**src/rtl/fifo_core.sv**
```systemverilog
// -----------------------------------------------------------------------------
// fifo_core
//   Eight-entry FIFO datapath driven by an external next-state block. The
//   upstream logic supplies next_state each cycle. This block registers that
//   value as the current state. On the same edge it performs the requested
//   write or read when the fill level allows it.
//
// Ports
//   clk         in   rising-edge clock for all state
//   reset_n     in   asynchronous active-low reset
//   next_state  in   [2:0] requested state (INIT/WRITE/READ/WR_ERROR/RD_ERROR/NO_OP)
//   din         in   [DATA_WIDTH-1:0] write data, taken on a WRITE edge
//   state       out  [2:0] registered current state
//   data_count  out  [3:0] registered number of stored entries (0..8)
//   dout        out  [DATA_WIDTH-1:0] registered read data
//   full        out  data_count == 8
//   empty       out  data_count == 0
//   wr_ack      out  current state is WRITE
//   wr_err      out  current state is WR_ERROR
//   rd_ack      out  current state is READ
//   rd_err      out  current state is RD_ERROR
// -----------------------------------------------------------------------------
module fifo_core #(
  parameter int DATA_WIDTH = 32
) (
  input  logic                  clk,
  input  logic                  reset_n,
  input  logic [2:0]            next_state,
  input  logic [DATA_WIDTH-1:0] din,
  output logic [2:0]            state,
  output logic [3:0]            data_count,
  output logic [DATA_WIDTH-1:0] dout,
  output logic                  full,
  output logic                  empty,
  output logic                  wr_ack,
  output logic                  wr_err,
  output logic                  rd_ack,
  output logic                  rd_err
);

  typedef enum logic [2:0] {
    ST_INIT     = 3'b000,
    ST_WRITE    = 3'b001,
    ST_READ     = 3'b010,
    ST_WR_ERROR = 3'b101,
    ST_RD_ERROR = 3'b110,
    ST_NO_OP    = 3'b111
  } state_t;

  localparam logic [3:0] DEPTH = 4'd8;

  state_t                r_state;
  state_t                w_state_next;
  logic [2:0]            r_head;
  logic [2:0]            r_tail;
  logic [3:0]            r_count;
  logic [DATA_WIDTH-1:0] r_dout;
  logic [DATA_WIDTH-1:0] r_mem [0:7];

  logic                  w_wr_en;
  logic                  w_rd_en;

  // Next-state decode: the two unused codes collapse to NO_OP so the state
  // register only ever holds one of the six defined encodings.
  always_comb begin
    w_state_next = ST_NO_OP;
    case (next_state)
      3'b000:  w_state_next = ST_INIT;
      3'b001:  w_state_next = ST_WRITE;
      3'b010:  w_state_next = ST_READ;
      3'b101:  w_state_next = ST_WR_ERROR;
      3'b110:  w_state_next = ST_RD_ERROR;
      3'b111:  w_state_next = ST_NO_OP;
      default: w_state_next = ST_NO_OP;
    endcase
  end

  // An operation happens only when the fill level allows it. A blocked WRITE
  // or READ still updates the state register, but nothing else changes.
  assign w_wr_en = (next_state == ST_WRITE) && (r_count < DEPTH);
  assign w_rd_en = (next_state == ST_READ)  && (r_count != 4'd0);

  always_ff @(posedge clk or negedge reset_n) begin
    if (!reset_n) begin
      r_state <= ST_INIT;
    end else begin
      r_state <= w_state_next;
    end
  end

  // Pointers are 3 bits wide, so they wrap 7 -> 0 on their own.
  always_ff @(posedge clk or negedge reset_n) begin
    if (!reset_n) begin
      r_head  <= 3'd0;
      r_tail  <= 3'd0;
      r_count <= 4'd0;
      r_dout  <= '0;
    end else begin
      if (w_wr_en) begin
        r_tail  <= r_tail + 3'd1;
        r_count <= r_count + 4'd1;
      end else if (w_rd_en) begin
        r_head  <= r_head + 3'd1;
        r_count <= r_count - 4'd1;
        r_dout  <= r_mem[r_head];
      end
    end
  end

  // Storage has no reset. Every entry is written before it can be read.
  always_ff @(posedge clk) begin
    if (w_wr_en) begin
      r_mem[r_tail] <= din;
    end
  end

  assign state      = r_state;
  assign data_count = r_count;
  assign dout       = r_dout;
  assign full       = (r_count == DEPTH);
  assign empty      = (r_count == 4'd0);
  assign wr_ack     = (r_state == ST_WRITE);
  assign wr_err     = (r_state == ST_WR_ERROR);
  assign rd_ack     = (r_state == ST_READ);
  assign rd_err     = (r_state == ST_RD_ERROR);

endmodule

```
**config.mk**
```make
export PLATFORM = sky130hd
export DESIGN_NAME = fifo_core
export DESIGN_NICKNAME = d
export VERILOG_FILES = /design/src/rtl/fifo_core.sv
export SDC_FILE = /design/constraint.sdc
export NUM_CORES = 1
export LEC_CHECK = 0
export CORE_ASPECT_RATIO = 0.8
export CORE_MARGIN = 2
export CORE_UTILIZATION = 45
export DETAILED_ROUTE_END_ITERATION = 10
export DONT_BUFFER_PORTS = 1
export HOLD_SLACK_MARGIN = 0.06
export PLACE_DENSITY = 0.57
export SYNTH_ARGS = -nofsm -noshare
export SYNTH_HDL_FRONTEND = slang
export SYNTH_SLANG_ARGS = --single-unit
```
**constraint.sdc**
```tcl
create_clock -name clk -period 7.5 [get_ports clk]
set_input_delay 0.75 -clock clk [delete_from_list [all_inputs] [get_ports clk]]
set_output_delay 0.75 -clock clk [all_outputs]
set_load 0.005 [all_outputs]
```
==> reports/qor.yml <==
die:
  ios: 82
  rows: 52
  die_y_um: 147
  core_area_um2: 25200
  die_x_um: 183
  initial_core_util_pct: 45.7
  dieArea_um2: 26900
critical_path:
  cpPeakStageDelay_ns: 0.93
  cp-end-kind: "flip-flop"
  crit_path_start_kind: "flip-flop"
  cpMaxStageDelayCell: "dfrtp_4"
  critPathMaxFanout: 38
  path_class: "reg2reg"
  crit_chain: "buf_4 -> mux4_2 -> mux2i_1 -> a21oi_1"
  crit_arrival_ns: 3.08
  cp.required_ns: 7.91
global_route:
  use_met3_pct: 3.45
  grt_max_degree: 46
  use_met2_pct: 25.5
  grt_pass1_wl_um: 31700
  grt_usage_pct: 15.5
  met1_usage_pct: 21.4
  grt-busiest-layer: "met2"
  grt_pass1_vias: 5387
  overflow: 0
  antenna_found_initial: 0
sta:
  worst_slew_pin_slew_ns: 1.13
  rsz0062_at_grt: "false"
  hold_viol_final: 0
  tns_ns: 0
  fin_crit_sh_pct: 35.7
  period_minus_slack_ns: 2.68
  maxSlewViolCount: 0
  max_freq_ghz: 0.374
  final.setup_skew_ns: 0.00773
  setup_viol: 0
  relSlewSlack_pct: 24.2
yosys:
  yosys.area_share.simple_pct: 2.81
  ys.warnings.count: 0
  synth_xor_area_share_pct: 0.380
  synth.distinct_cells: 35
  synth-seq-area-share_pct: 76.5
  synthAdderAreaFrac_pct: 1.15
  synth_mux_area_share_pct: 15.7
  synth_top_area_share_pct: 66.7
  syn_area_um2: 11500
  synth_compound_area_share_pct: 1.77
  postSynthCellCount: 549
  synth_top_family_by_area: "multiplexers"
  synth-seq-cells: 301
  yosys.area.top_type: "edfxtp_1"
  synth-main-ff-cell: "edfxtp_1"
  syn_avg_cell_area_um2: 21.0
  synthArstFlopShare_pct: 15.0
  yosys-top-cells-area: "edfxtp_1, mux4_2, dfrtp_1"
  syn_nets: 596
  synth_edf_count: 256
clock_network:
  htree_levels: 1
  clk_path_buf_depth: 3
  clkSlewWorstSetupHoldPaths_ns: 0.06
  cts_sinks: 301
  cts_inserted_buffers: 30
  cts-root-buf: "clkbuf_16"
  cts_tree: "built"
  clkLatencyLatePin_ns: 0.54
  post_cts_resized: 0
finish:
  fin_nets: 614
  finalInstanceArea_um2: 12900
  stdcell_count: 915
  area_growth_pct: 11.6
  drive_above_1_share_pct: 23.0
  num_antenna_cells: 0
  fin_util_pct: 50.9
routing:
  drc: 0
  drt_iter0_drc: 283
  vias: 5051
  wl_per_cell_um: 22.2
  wl_um: 20300
  firstDrtPassIters: 4
  viasPerCell: 5.52
  ant_nets: 0
power_and_ir_drop:
  power_density_nw_per_um2: 340
  ir_worst_vdd_mv: 0.192
  p_leak_nw: 4.22
placement:
  numPortBuffers: 0
  placed_area_um2: 11900
  dpl.hpwl_um: 11500
  routabilityCongestion: 0.704
  dp.cells: 857
outcome:
  outcome: "complete, no violations"
hold_path:
  hold_path_class: "in2reg"
job:
  maxCapViolCount: 0
[cell usage after synthesis, types with 3 or more instances]
cell / number
nand2_1: 8
ha_1: 9
buf_6: 10
nand2b_1: 5
edfxtp_1: 256
a21oi_1: 35
mux2_1: 3
mux2i_1: 32
nor2_1: 38
xor2_1: 3
buf_2: 7
clkbuf_1: 5
mux4_2: 64
dfrtp_1: 45
[layout make-up]
class | instances | area [µm²]
clock inverters | 8 | 45.0
fillers | 2011 | 12400
clock buffers | 48 | 900
multi-input cells | 219 | 2570
repair buffers | 11 | 105
well taps | 324 | 405
flip-flops and latches | 301 | 8820
inverters | 4 | 15.0
[worst paths after layout]
check                           from           end  slack, ns  depth (start not counted)
min                          din[23]  r_mem[3][23]       0.30                          0
max                        r_head[0]      dout[17]       4.82                          4
min in group asynchronous    reset_n      dout[19]       0.73                          2
max in group asynchronous    reset_n     r_head[0]       6.51                          2
min reg2reg                r_tail[0]     r_tail[0]       0.54                          2
max reg2reg                r_head[0]      dout[17]       4.82                          4
[layer usage]
layer  share of wire [%]  up-vias
met4                 1.8        0
li1                    -     2242
met1                  45     2678
met2                  49       99
met5                   0        -
met3                 5.0       32
[flip-flops by register name, summed over array words and instances, names as in the netlist]
| signal | cells |
|---|---|
| state | 3 |
| r_head | 3 |
| data_count | 4 |
| r_mem | 256 |
| dout | 32 |
| r_tail | 3 |
[logic make-up after synthesis]
kind of cell             after synthesis
adder cells (fa/ha/maj)               10
AND/OR/NAND/NOR                       65
XOR/XNOR                               5
multiplexers                         100
buffers and inverters                 29
AO/OA/AOI/OAI                         39
flip-flops                           301
[timing repair]
item | 4_1_cts | 5_1_grt
setup buffers | 0 | 0
endpoints found under the hold margin | 45 | 0
hold buffers | 2 | 0
[stage by stage]
stage	power (mW)	setup slack [ns]	hold WS, ns
after floorplan	2.84	3.20	0.454
after global placement	3.00	4.32	0.456
after detailed placement	3.01	4.25	0.456
after CTS	4.44	4.72	0.274
after global routing	4.59	4.54	0.272
final	4.37	4.82	0.303
[critical path: cells and delay by family, from the launching register on]
family,cells,cell delay (ns)
compound gates,1,0.11
buf+inv,1,0.62
flops,1,0.93
mux,2,0.85
[layout by cell type (no fill, tap or decap), drive strengths merged]
cell         instances
nor4b                1
nand2                8
clkinv               6
inv                  4
xor2                 3
and3b                2
mux2i               32
xnor2                2
o21ai                2
nor2                38
nor3b                2
or2                  2
a21oi               35
o211ai               1
nor4                 2
clkbuf              48
buf                 10
nand2b               5
clkinvlp             2
a21o                 1
nor2b                1
fa                   1
mux4                64
ha                   9
dlygate4sd3          1
nor3                 3
edfxtp             256
mux2                 4
and2                 1
dfrtp               45
[power by group]
group	switching, mW	internal [mW]
clock	0.591	0.818
sequential	0.205	1.94
combinational	0.351	0.462
total	1.15	3.22
Note: power is estimated with default switching activity, not from simulation.
